### config.mk
export PLATFORM = sky130hd
export DESIGN_NAME = systolic_skew_feeder
export DESIGN_NICKNAME = d
export VERILOG_FILES = /design/src/rtl/systolic_skew_feeder_pkg.sv /design/src/rtl/systolic_skew_feeder_lane_delay.sv /design/src/rtl/systolic_skew_feeder.sv
export SDC_FILE = /design/constraint.sdc
export NUM_CORES = 1
export LEC_CHECK = 0
export BUFFER_PORTS_ARGS = -buffer_cell sky130_fd_sc_hd__buf_2
export CORE_UTILIZATION = 50
export DETAILED_ROUTE_END_ITERATION = 6
export GPL_ROUTABILITY_DRIVEN = 1
export GPL_TIMING_DRIVEN = 1
export HOLD_SLACK_MARGIN = 0.15
export PLACE_DENSITY_LB_ADDON = 0.08
export SETUP_SLACK_MARGIN = 0.4
export SYNTH_ARGS = -nofsm -noshare
export SYNTH_HDL_FRONTEND = slang
export SYNTH_SLANG_ARGS = --single-unit
export TNS_END_PERCENT = 30
### constraint.sdc
create_clock -name clk -period 4.16 [get_ports clk]
set_input_delay 1.04 -clock clk [delete_from_list [all_inputs] [get_ports clk]]
set_output_delay 1.04 -clock clk [all_outputs]
set_load 0.005 [all_outputs]
### src/rtl/systolic_skew_feeder_pkg.sv
// Shared constants and types for the matrix-multiplier array edge feeders.
package mm_pkg;

  // Default operand width and array dimension, shared with the PE and array top.
  localparam int MM_DATA_WIDTH = 8;
  localparam int MM_N          = 4;

  typedef enum logic [1:0] {
    IDLE   = 2'd0,
    STREAM = 2'd1,
    FLUSH  = 2'd2
  } feeder_state_t;

  // One lane slot: operand element plus its framing flags.
  typedef struct packed {
    logic [MM_DATA_WIDTH-1:0] data;
    logic                     valid;
    logic                     first;
    logic                     last;
  } lane_beat_t;

endpackage

### src/rtl/systolic_skew_feeder_lane_delay.sv
// Fixed-depth shift register carrying one lane's {data, valid, first, last}.
// WIDTH defaults to the packed lane_beat_t; the feeder passes its own width
// so non-default operand widths pack the same field order.
module lane_delay
  import mm_pkg::*;
#(
  parameter int DEPTH = 1,
  parameter int WIDTH = $bits(lane_beat_t)
) (
  input  logic             clk,
  input  logic             rst,
  input  logic [WIDTH-1:0] d,
  output logic [WIDTH-1:0] q
);

  logic [WIDTH-1:0] stage [DEPTH];

  // Shift one slot per cycle; reset empties the whole line so partial frames vanish.
  always_ff @(posedge clk or posedge rst) begin
    if (rst) begin
      for (int k = 0; k < DEPTH; k++) stage[k] <= '0;
    end else begin
      stage[0] <= d;
      for (int k = 1; k < DEPTH; k++) stage[k] <= stage[k-1];
    end
  end

  assign q = stage[DEPTH-1];

endmodule

### src/rtl/systolic_skew_feeder.sv
// Edge feeder for the systolic array: skews each accepted vector so lane i
// lags lane 0 by i cycles, and holds off new input until the last beat of a
// frame has drained out of lane N-1.
//
//   state  | meaning
//   -------+---------------------------------------------------------------
//   IDLE   | waiting for a beat with in_first; other beats are dropped
//   STREAM | inside a frame, every handshake beat enters the lanes
//   FLUSH  | last beat taken, in_ready low while it skews out to lane N-1
module systolic_skew_feeder
  import mm_pkg::*;
#(
  parameter int DATA_WIDTH = MM_DATA_WIDTH,
  parameter int N          = MM_N
) (
  input  logic                  clk,
  input  logic                  rst,
  input  logic                  in_valid,
  output logic                  in_ready,
  input  logic [N*DATA_WIDTH-1:0] in_data,
  input  logic                  in_first,
  input  logic                  in_last,
  output logic [N*DATA_WIDTH-1:0] out_data,
  output logic [N-1:0]          out_valid,
  output logic [N-1:0]          out_first,
  output logic [N-1:0]          out_last,
  output logic                  frame_done
);

  localparam int CW = $clog2(N);
  localparam int BW = DATA_WIDTH + 3;

  feeder_state_t state_q, state_d;
  logic [CW-1:0] flush_cnt_q;
  logic          accept;
  logic          lane_load;
  logic          flush_tc;

  assign accept    = in_valid && in_ready;
  // Beats count toward a frame only once one has been opened by in_first.
  assign lane_load = accept && ((state_q == STREAM) || in_first);
  // Counter walks N-1 .. 1; the step to 0 is the cycle the last element leaves lane N-1.
  assign flush_tc  = (state_q == FLUSH) && (flush_cnt_q == CW'(1));

  // State register.
  always_ff @(posedge clk or posedge rst) begin
    if (rst) state_q <= IDLE;
    else     state_q <= state_d;
  end

  // Next-state decode.
  always_comb begin
    state_d = state_q;
    case (state_q)
      IDLE:    if (accept && in_first) state_d = in_last ? FLUSH : STREAM;
      STREAM:  if (accept && in_last)  state_d = FLUSH;
      FLUSH:   if (flush_tc)           state_d = IDLE;
      default: state_d = IDLE;
    endcase
  end

  // Output decode: input is only blocked while a frame tail drains.
  always_comb begin
    in_ready = (state_q != FLUSH);
  end

  // Flush down-counter and the registered frame_done pulse.
  always_ff @(posedge clk or posedge rst) begin
    if (rst) begin
      flush_cnt_q <= '0;
      frame_done  <= 1'b0;
    end else begin
      frame_done <= flush_tc;
      if ((state_q != FLUSH) && (state_d == FLUSH)) flush_cnt_q <= CW'(N - 1);
      else if (state_q == FLUSH)                     flush_cnt_q <= flush_cnt_q - CW'(1);
    end
  end

  for (genvar i = 0; i < N; i++) begin : g_lane
    logic [BW-1:0] lane_d;
    logic [BW-1:0] lane_q;

    // Non-loaded cycles push an empty slot so bubbles skew exactly like data.
    assign lane_d = lane_load ? {in_data[i*DATA_WIDTH +: DATA_WIDTH], 1'b1, in_first, in_last}
                              : '0;

    lane_delay #(.DEPTH(i + 1), .WIDTH(BW)) u_lane (
      .clk (clk),
      .rst (rst),
      .d   (lane_d),
      .q   (lane_q)
    );

    assign out_data[i*DATA_WIDTH +: DATA_WIDTH] = lane_q[BW-1:3];
    assign out_valid[i] = lane_q[2];
    assign out_first[i] = lane_q[1];
    assign out_last[i]  = lane_q[0];
  end

endmodule

== Word level (Yosys, flattened, before mapping) ==
Index checks and enable logic that the tools add are counted.
Word-level totals
  input bits: 37
  output and inout bits: 46
  logic and storage cells: 39
  flip-flop bits (word level): 115
Cells by class
  equal/unequal tests: 5
  muxes and demuxes: 11
  reduce and logical (&&, ||, !) cells: 9
  add/sub/neg operators: 1
Operator list (number)
  2-to-1 mux 11 bit: 4
  2-to-1 mux 2 bit: 6
  logical AND 1 bit: 6
  case mux 2 bit (3 select lines): 1
  equality test 2 x 1 -> 1 bit, second input constant: 2
  equality test 2 bit, second input constant: 2
  logical NOT 2 bit: 1
  inequality test 2 bit, second input constant: 1
  nonzero test 2 bit: 1
  subtractor 2 x 1 -> 2 bit, second input constant: 1
  logical OR 1 bit: 1

== Logic depth before layout (Yosys ltp) ==
Gate-level depths: netlist of run 1.
  depth after elaboration: 8
  depth in mapped cells: 4
  depth with buffers taken out: 4

== Cells and area by module ==
Synthesis of run 1 repeated with hierarchy kept, for this count alone.
Second synthesis, totals
  cells, all modules: 213
  area, all modules: 3525.9 µm²
Modules (own cells, without submodules)
  lane_delay (g_lane[3].u_lane): area an instance 1187.4 µm², cells an instance 56, instances 1, sequential area each 1101.1 µm²
  lane_delay (g_lane[2].u_lane): area an instance 912.1 µm², cells an instance 45, instances 1, sequential area each 825.8 µm²
  lane_delay (g_lane[1].u_lane): area an instance 636.9 µm², cells an instance 34, instances 1, sequential area each 550.5 µm²
  systolic_skew_feeder: area an instance 510.5 µm², cells an instance 66, instances 1, sequential area each 125.1 µm²
  lane_delay (g_lane[0].u_lane): area an instance 279.0 µm², cells an instance 12, instances 1, sequential area each 275.3 µm²

== Worst setup path before layout of run 1 ==
OpenSTA, ideal clock, no wires.
  kind: input port to flip-flop
  from: input port in_first
  to: register g_lane[0].u_lane.stage (netlist bit g_lane[0].u_lane.q[3])
  setup slack: 2.347 ns
  data required time: 4.040 ns
  setup time: 0.120 ns
  buffers on the path: 1
  stages on the path: 3
  data arrival time: 1.693 ns
  path through: maj3_2 buf_6 and3_1
Between the ends
  longest elaborated chain between the ends: 3
Ends and longest elaborated chain
  start: declaration: line systolic_skew_feeder.sv:21  | input logic in_first,
  logical OR 1 bit: line systolic_skew_feeder.sv:41  | assign lane_load = accept && ((state_q == STREAM) || in_first);
  logical AND 1 bit: line systolic_skew_feeder.sv:41
  2-to-1 mux 11 bit: line systolic_skew_feeder.sv:84  | assign lane_d = lane_load ? {in_data[i*DATA_WIDTH +: DATA_WIDTH], 1'b1, in_first, in_last}
  named net g_lane[0].lane_d[3]: line systolic_skew_feeder.sv:80  | logic [BW-1:0] lane_d;
  end: declaration: line systolic_skew_feeder_lane_delay.sv:16  | logic [WIDTH-1:0] stage [DEPTH];
The timed path passes the listed nets, and every way through them passes these cells.
A chain may end at the register's enable or synchronous reset.

== Worst setup path in the final report of run 1 ==
  from: register state_q[0]
  to: output port in_ready
Between the ends
  longest elaborated chain between the ends: 1
Ends and longest elaborated chain
  start: declaration: line systolic_skew_feeder.sv:33  | feeder_state_t state_q, state_d;
  start signal: assignment: line systolic_skew_feeder.sv:48  | else state_q <= state_d;
  inequality test 2 bit: line systolic_skew_feeder.sv:64  | in_ready = (state_q != FLUSH);
  end: declaration: line systolic_skew_feeder.sv:19  | output logic in_ready,
Every way passes these cells.

==> results of run 1 <==
[registers in the layout, summed over array words and instances (netlist names)]
signal               count
g_lane.u_lane.stage     57
frame_done               1
flush_cnt_q              2
state_q                  2
g_lane.u_lane.q         35
[stage by stage]
step | util [%] | instances
3_3_place_gp | 55.2 | 308
3_5_place_dp | 55.2 | 308
6_report | 58.1 | 323
4_1_cts | 58.1 | 323
2_1_floorplan | - | 193
5_1_grt | 58.1 | 323
[metal layers]
layer	global-route usage (%)	wire length (um)	part of all wire [%]
met5	0	0	0
met4	9.11	60	1.5
met3	6.02	322	8.0
met2	20.5	1880	47
met1	17.5	1770	44
[power groups by stage]
stage	sequential, mW	combinational (mW)	clock (mW)
floorplan	1.15	0.225	0
global placement	1.16	0.242	0
detailed placement	1.16	0.244	0
CTS	1.14	0.244	0.543
global route	1.16	0.273	0.579
finish	1.14	0.239	0.520
[logic make-up after synthesis]
kind of cell / after synthesis / share of synthesized area, %
AO/OA/AOI/OAI: 6 / 1.42
AND/OR/NAND/NOR: 42 / 8.25
adder cells (fa/ha/maj): 2 / 0.772
flip-flops: 97 / 78.8
buffers and inverters: 46 / 10.7
[cell type report]
type                       count  area (um^2)  area share [%]
multi-input combinational     50          322            9.35
inverter                       4         17.5           0.509
timing repair buffer          82          410            11.9
clock buffer                  11          141            4.11
tap                           75         93.8            2.73
sequential                    97         2430            70.5
clock inverter                 4         28.8           0.836
[worst min-delay path by stage]
| stage | startpoint | to | slack, ps | depth (start not counted) |
|---|---|---|---|---|
| final | g_lane[2].u_lane.stage[25]$_DFF_PP0_ | g_lane[2].u_lane.stage[14]$_DFF_PP0_ | 350 | 0 |
| after global routing | g_lane[2].u_lane.stage[25]$_DFF_PP0_ | g_lane[2].u_lane.stage[14]$_DFF_PP0_ | 350 | 0 |
| after CTS | g_lane[2].u_lane.stage[25]$_DFF_PP0_ | g_lane[2].u_lane.stage[14]$_DFF_PP0_ | 350 | 0 |
| after detailed placement | g_lane[1].u_lane.stage[17]$_DFF_PP0_ | g_lane[1].u_lane.q[6]$_DFF_PP0_ | 330 | 0 |
| after global placement | g_lane[2].u_lane.stage[17]$_DFF_PP0_ | g_lane[2].u_lane.q[6]$_DFF_PP0_ | 330 | 0 |
| after floorplan | g_lane[1].u_lane.stage[21]$_DFF_PP0_ | g_lane[1].u_lane.q[10]$_DFF_PP0_ | 330 | 0 |
[cells in the final DEF (no fill, tap or decap), types with 2 or more instances in the layout]
master,Yosys,layout
inv_1,3,2
nor2_1,2,2
a21oi_1,2,2
clkinvlp_4,0,2
dfrtp_1,97,97
buf_2,0,82
and3_1,33,33
clkbuf_8,0,10
==> run summary, run 1 <==
CP Capture Point: in_ready
Critical R2R Launch: state_q[1]$_DFF_PP0_
TritonCTS Buffers: 9
DIE AREA: 6480 um^2
Comb power frac: 12.6%
Slew headroom: 26.4%
Clk_lat worst skew: 340 ps
Worst Tran Pin Value: 1100 ps
Crit path cell chain: nand2b_1, buf_2
Setup repair bufs after CTS: 0
Final Wtd Congestion: 0.700
RSZ-0062 raised after global routing: no
I/O pin total: 83
Post-Syn Area: 3080 um^2
Area Growth Syn to Fin: 11.7%
Post-synthesis cell count: 193
Reg2reg path depth: 3
Post-route cell area: 3440 um^2
Post-route clock period utilization: 53.2%
Internal: 1.43 mW
CTS tree: yes
Total power: 1.90 mW
Critical path startpoint category: register
Grt total ovfl: 0
Setup crit start: state_q[0]$_DFF_PP0_
First-pass iteration count of the detailed router: 5
Pre-CTS WS: 2000 ps
CTS root buf: clkbuf_8
Hpwl dp: 2490 um
Syn Area/Cell: 16.0 um^2
Resized cells post-CTS: 0
Clock skew: 7.50 ps
Largest net degree at the start of global routing: 98
Commonest cells post-synth: dfrtp_1, buf_4, and3_1
Period minus WS final: 2210 ps
Critical path fanouts, max: 6
Top cell type by total area after synthesis: dfrtp_1
Final WS setup: 1950 ps
Number of fill cells: 481
Capture instance of the worst register-to-register path: g_lane[2].u_lane.stage[29]$_DFF_PP0_
# rows: 28
Slowest stage delay, CP: 430 ps
Sequential power share: 60.1%
Synth area leaders: dfrtp_1, buf_4, and3_1
Post-synthesis sequential area ratio: 78.8%
Worst Path Required: 3120 ps
Antenna cells: 0
Dpl cell area: 3270 um^2
DR iter-0 viols: 81
WP buf/inv: 1
Routed vias: 1,417
Layout cell share with drive strength beyond 1: 40.3%
Mapped Nets: 231
CP max-delay cell: dfrtp_1
Core outline area: 5920 um^2
Clock power share: 27.4%
Worst vdd ir: 273 uV
PortBufs: 82
Leakage: 1.99 nW
Switching pwr: 0.465 mW
Detail-routed via count per cell: 4.39
Chip width: 80.5 um
Hold_ws: 347 ps
Nets@finish: 282
Final-report setup violation count: 0
Worst min-delay path category: register to register
Initial Utilization: 52.0%
Number of synthesized flops with an enable pin: 0
Endpoint type of the worst setup path: output port
CTS H-tree lvls: 3
Setup Total Neg Slack: 0 ps
Seq cells post-synth: 97
Synth warn: 0
Largest delay contributor family on the critical path: flip-flops
Yosys cell types: 22
Pins Over Slew Limit: 0
Wire length per cell: 12.5 um
Final ANT Viol Nets: 0
Final Hold Viols: 0
Run status: finished clean
Async set-or-reset flop fraction in the synthesized netlist: 100%
Total Wirelength: 4040 um
Critical Path AT: 1170 ps
Global-route wire length before repair: 6490 um
Initial antenna violation count: 0
Top FF cell, synth: dfrtp_1
Sw Share: 24.5%
Chip height: 80.5 um
Critical Setup Path Class: register to output port
Fmax: 452 MHz
Synth top area share: 78.8%
Global Route Usage Sum: 14.2%
Most common cell in the netlist: dfrtp_1
Clock transition at the registers of the reported paths: 80 ps
Pwr dens: 552 nW/um^2
R2R Setup Slk: 2720 ps
Stages on the worst setup path: 2
Vias in the first global route: 1,397
Maximum clock path buffer count: 2
DR DRC count: 0
Hold buffers post-CTS: 0
Max cap viols: 0
Clock sinks: 97
Note: power is estimated with default switching activity, not from simulation.
==> run 2: changes to the inputs <==
Settings changed: ABC_AREA from default to 1, CORE_UTILIZATION 50 to 46.
Clock period 4.16 ns to 1.9 ns, I/O delays scaled along.
==> run 2 against run 1 <==
Setup slack got worse by 1600 ps. Core utilization shrank 1.4 points. Total power increased by 140%. Design area increased by 7.6%. Clock skew increased by 1.1 ps. Area after synthesis increased by 3.5%. Via count rose by 14%. Critical endpoint unchanged.
==> run summary, run 2 <==
Area Growth Syn to Fin: 16.1%
Most frequent cells in the layout: dfrtp_1, buf_2, inv_1, nor2_1
Mapped Nets: 281
Commonest cells post-synth: dfrtp_1, inv_1, buf_4, nor2_1, nand2_1
Antenna cells: 0
Synth warn: 0
Synth area leaders: dfrtp_1, buf_4, inv_1
Internal: 3.36 mW
Sequential power share: 56.0%
Leakage: 2.20 nW
Hold_ws: 325 ps
Maximum clock path buffer count: 2
Core outline area: 6530 um^2
First-pass iteration count of the detailed router: 4
RSZ-0062 raised after global routing: yes
Post-synthesis sequential area ratio: 76.1%
Worst vdd ir: 633 uV
Routed vias: 1,612
PortBufs: 82
Largest Register: g_lane.u_lane.stage
Total power: 4.50 mW
Critical path fanouts, max: 4
Sw Share: 25.5%
Pwr dens: 1220 nW/um^2
Clock power share: 29.1%
Initial Utilization: 48.8%
Endpoint type of the worst setup path: output port
Setup Total Neg Slack: 0 ps
Final-report setup violation count: 0
Final Wtd Congestion: 0.766
TritonCTS Buffers: 9
Hpwl dp: 2820 um
Fmax: 665 MHz
CTS H-tree lvls: 3
Vias in the first global route: 1,614
CTS tree: yes
Initial antenna violation count: 0
Post-route cell area: 3700 um^2
Top cell type by total area after synthesis: dfrtp_1
Yosys cell types: 16
Comb power frac: 14.9%
Post-Syn Area: 3190 um^2
Most common cell in the netlist: dfrtp_1
Detail-routed via count per cell: 4.18
Grt total ovfl: 0
Number of synthesized flops with an enable pin: 0
DR iter-0 viols: 70
Post-route clock period utilization: 79.2%
Max FFs per register: 57
Layout cell share with drive strength beyond 1: 37.2%
Stages on the worst setup path: 3
Worst min-delay path category: input port to register
Chip height: 85.3 um
Switching pwr: 1.15 mW
Post-synthesis cell count: 243
Critical path startpoint category: register
DR DRC count: 0
CP max-delay cell: dfrtp_1
Syn Area/Cell: 13.1 um^2
I/O pin total: 83
Seq cells post-synth: 97
Global-route wire length before repair: 7110 um
# rows: 29
Critical Setup Path Class: register to output port
Critical Path AT: 1030 ps
Largest net degree at the start of global routing: 32
Total Wirelength: 4070 um
WP buf/inv: 2
Final ANT Viol Nets: 0
Top FF cell, synth: dfrtp_1
Final Hold Viols: 0
Reg2reg path depth: 8
Most common cell after layout, fill and taps aside: dfrtp_1
Chip width: 85.3 um
Period minus WS final: 1500 ps
DIE AREA: 7270 um^2
Clk_lat worst skew: 340 ps
Global Route Usage Sum: 13.1%
Wire length per cell: 10.6 um
Dpl cell area: 3470 um^2
Clock transition at the registers of the reported paths: 90 ps
Pins Over Slew Limit: 0
Nets@finish: 343
WHS Path Cells: 3
Clock skew: 8.57 ps
Clock sinks: 97
Run status: finished clean
Largest delay contributor family on the critical path: flip-flops
Slew headroom: 68.9%
Async set-or-reset flop fraction in the synthesized netlist: 100%
Worst Path Required: 1420 ps
Crit path cell chain: inv_2, nand2_4, buf_6
Synth top area share: 76.1%
CTS root buf: clkbuf_8
Worst Tran Pin Value: 466 ps
Max cap viols: 0
Slowest stage delay, CP: 410 ps
run 2: cell types whose count changed in the layout (fill, tap and decap cells not counted), moves of 4 or more:
cell     change
inv_1       +42
and3_1      -33
nor2_1      +31
nand2_1      +9
nor2_2       +5
buf_4        +4
nand3_1      +4
run 2: final timing paths:
| kind | end | startpoint | slack (ps) |
|---|---|---|---|
| worst max-delay path | in_ready | state_q[0]$_DFF_PP0_ | 400 |
| worst min-delay path | g_lane[0].u_lane.q[9]$_DFF_PP0_ | in_data[6] | 330 |
| worst max register to register | g_lane[1].u_lane.stage[18]$_DFF_PP0_ | state_q[0]$_DFF_PP0_ | 510 |
| worst min register to register | g_lane[2].u_lane.stage[18]$_DFF_PP0_ | g_lane[2].u_lane.stage[29]$_DFF_PP0_ | 350 |
| max in group asynchronous | state_q[0]$_DFF_PP0_ | rst | 720 |
| min in group asynchronous | g_lane[3].u_lane.q[3]$_DFF_PP0_ | rst | 690 |
run 2: routing by layer:
metal / routed length [um] / GRT usage [%]
met4: 65 / 5.45
met5: 0 / 0
met1: 1790 / 15.6
met2: 1940 / 20.5
met3: 284 / 6.32
run 2: what timing repair did:
action | CTS | global route
gates cloned | 0 | 0
buffers inserted | 2 | 0
endpoints found under the hold margin | 16 | 0
hold buffers | 1 | 0
setup endpoints to repair | 1 | 1
resized for setup | 1 | 0
run 2: worst reg2reg max path: stages, from the launching register on:
cell,delay [ps]
dfrtp_1,410
inv_2,110
nand2_4,60
buf_4,160
nand2_2,60
nor2_2,50
a21oi_4,110
buf_4,250
nor2_1,70
run 2: layout make-up:
type | count | area (um^2)
inverters | 47 | 180
clock inverters | 5 | 62.6
well taps | 77 | 96.3
flip-flops and latches | 97 | 2430
fillers | 555 | 2830
repair buffers | 90 | 517
clock buffers | 10 | 138
multi-input cells | 60 | 280
run 2: cell families (layout without fill, tap and decap cells):
group / after synthesis / in the layout / share of synthesized area (%)
and+or+nand+nor: 56 / 56 / 7.57
AOI/OAI and AO/OA: 3 / 3 / 0.824
buffers and inverters: 86 / 152 / 15.1
adders and majority gates: 1 / 1 / 0.392
DFF: 97 / 97 / 76.1
run 2: through the flow:
stage | utilization [%] | worst slack [ps] | cells
5_1_grt | 56.7 | 338 | 386
3_3_place_gp | 53.1 | 616 | 368
6_report | 56.7 | 395 | 386
2_1_floorplan | - | 277 | 243
3_5_place_dp | 53.1 | 586 | 368
4_1_cts | 56.7 | 382 | 386
run 2: power groups by stage:
stage               Sequential, mW  Clock (mW)  Combinational [mW]
finish                        2.52        1.31               0.671
global route                  2.56        1.46               0.767
CTS                           2.53        1.36               0.683
detailed placement            2.57           0               0.647
global placement              2.56           0               0.636
floorplan                     2.55           0               0.548
==> run 3: changes to the inputs <==
Settings changed: CORE_UTILIZATION 46 to 50.
Clock period 1.9 ns to 1.45 ns, I/O delays scaled along.
==> run 3 against run 2 <==
Sequential share of layout area shrank 4.3 points. Largest cell class unchanged. Largest power group unchanged. Combinational power rose by 92%. Flip-flop and latch count stayed put. Global-route usage up 1.4 points. Die area down 7.8%. Sequential power increased by 31%.
==> run summary, run 3 (synthesis gave the netlist of run 2 again) <==
Clock power share: 27.2%
Most frequent cells in the layout: dfrtp_1, buf_2, inv_1, nor2_1, nor2_2
Reg2reg path depth: 9
Critical R2R Launch: state_q[0]$_DFF_PP0_
Sw Share: 26.1%
CTS H-tree lvls: 3
Worst min-delay path category: input port to asynchronous set/reset pin
Critical path startpoint category: register
Final ANT Viol Nets: 0
Most common cell after layout, fill and taps aside: dfrtp_1
Period minus WS final: 1380 ps
Capture instance of the worst register-to-register path: g_lane[2].u_lane.stage[28]$_DFF_PP0_
Critical path fanouts, max: 8
Final Wtd Congestion: 0.810
DIE AREA: 6700 um^2
Pins Over Slew Limit: 0
Sequential power share: 52.3%
RSZ-0062 raised after global routing: yes
PortBufs: 82
# rows: 28
Setup crit start: state_q[0]$_DFF_PP0_
Run status: finished clean
Clk_lat worst skew: 340 ps
Internal: 4.65 mW
Fmax: 724 MHz
Detail-routed via count per cell: 4.20
CTS root buf: clkbuf_8
Final-report setup violation count: 0
Chip height: 81.9 um
Clock skew: 8.22 ps
Grt total ovfl: 0
R2R Setup Slk: 70 ps
Worst Tran Pin Value: 458 ps
DR DRC count: 0
Layout cell share with drive strength beyond 1: 44.7%
Nets@finish: 355
Critical Setup Path Class: register to register
Clock transition at the registers of the reported paths: 90 ps
Initial antenna violation count: 0
CP Capture Point: g_lane[2].u_lane.stage[28]$_DFF_PP0_
Global-route wire length before repair: 6840 um
Final WS setup: 67.9 ps
Switching pwr: 1.64 mW
Pre-CTS WS: 243 ps
Slew headroom: 69.4%
Wire length per cell: 12.2 um
Worst Path Required: 1690 ps
Global Route Usage Sum: 14.5%
Leakage: 2.31 nW
Max cap viols: 0
Area Growth Syn to Fin: 24.3%
Worst vdd ir: 894 uV
Comb power frac: 20.5%
Chip width: 81.9 um
Largest Register: g_lane.u_lane.stage
Critical Path AT: 1620 ps
First-pass iteration count of the detailed router: 4
TritonCTS Buffers: 9
Endpoint type of the worst setup path: register
Maximum clock path buffer count: 2
Initial Utilization: 52.9%
DR iter-0 viols: 41
Antenna cells: 0
Pwr dens: 1590 nW/um^2
Max FFs per register: 57
Hpwl dp: 2820 um
Clock sinks: 97
Core outline area: 6030 um^2
Routed vias: 1,666
CTS tree: yes
Final Hold Viols: 0
I/O pin total: 83
Post-route clock period utilization: 95.3%
Vias in the first global route: 1,551
Total Wirelength: 4840 um
Fin util: 65.8%
Largest net degree at the start of global routing: 35
==> run 3: changes by cell type in the layout (fill, tap and decap cells not counted), sizes merged <==
cell         change
buf             +10
dlygate4sd3      -1
inv              -1
clkinv           +1
clkinvlp         -1
clkbuf           +5
==> run 3: critical path, cell delays in order, from the launching register on <==
cell and delay (ps):
dfrtp_1 400, inv_2 90, nand2_4 60, buf_6 130, nand2_4 60, nor2_4 40
a21oi_4 140, buf_12 150, clkbuf_16 170, nor2_1 50
==> run 3: how the worst min path moves through the flow <==
stage                                    startpoint                                   end  slack, ps  depth (start not counted)
2_1_floorplan  g_lane[1].u_lane.stage[21]$_DFF_PP0_      g_lane[1].u_lane.q[10]$_DFF_PP0_        330                          0
3_3_place_gp   g_lane[2].u_lane.stage[19]$_DFF_PP0_       g_lane[2].u_lane.q[8]$_DFF_PP0_        330                          0
3_5_place_dp   g_lane[2].u_lane.stage[14]$_DFF_PP0_       g_lane[2].u_lane.q[3]$_DFF_PP0_        330                          0
4_1_cts                                         rst  g_lane[2].u_lane.stage[27]$_DFF_PP0_         40                          2
5_1_grt                                         rst  g_lane[2].u_lane.stage[27]$_DFF_PP0_         50                          2
6_report                                        rst  g_lane[2].u_lane.stage[27]$_DFF_PP0_         30                          2
==> run 3: power groups by stage <==
| stage | clock (mW) | combinational [mW] | sequential, mW |
|---|---|---|---|
| global route | 1.86 | 1.44 | 3.35 |
| detailed placement | 0 | 0.872 | 3.36 |
| finish | 1.71 | 1.29 | 3.29 |
| floorplan | 0 | 0.718 | 3.34 |
| CTS | 1.76 | 0.984 | 3.30 |
| global placement | 0 | 0.851 | 3.35 |
==> run 3: layer usage <==
metal  wire, um  vias to the layer above  global-route usage (%)  part of all wire (%)
met4         82                        0                    10.5                   1.7
met3        274                        8                    4.11                   5.7
met2       2380                       60                    21.4                    49
li1           -                      810                       -                     -
met5          0                        -                       0                     0
met1       2100                      788                    18.3                    43
==> run 3: cell type report <==
cell class / instances / area, um^2
tap: 75 / 93.8
timing repair buffer: 102 / 697
multi-input combinational: 60 / 368
inverter: 47 / 180
fill: 481 / 2060
sequential: 97 / 2430
clock buffer: 12 / 145
clock inverter: 4 / 51.3
==> run 3: repair_timing <==
action	CTS	global route
endpoints found under the hold margin	15	15
pin swaps	0	0
resized for setup	1	28
endpoints found under the setup margin	83	84
cloned	0	5
buffers inserted	7	3
==> run 3: through the flow <==
stage	instance area (um^2)	hold WS (ps)	setup TNS (ps)	power (mW)	instances
after detailed placement	3480	335	0	4.24	366
after CTS	3730	38.4	0	6.05	389
final	3960	29.0	0	6.30	397
after global placement	3480	331	0	4.20	366
after global routing	3960	51.8	-17.3	6.65	397
after floorplan	3190	331	-5830	4.06	243
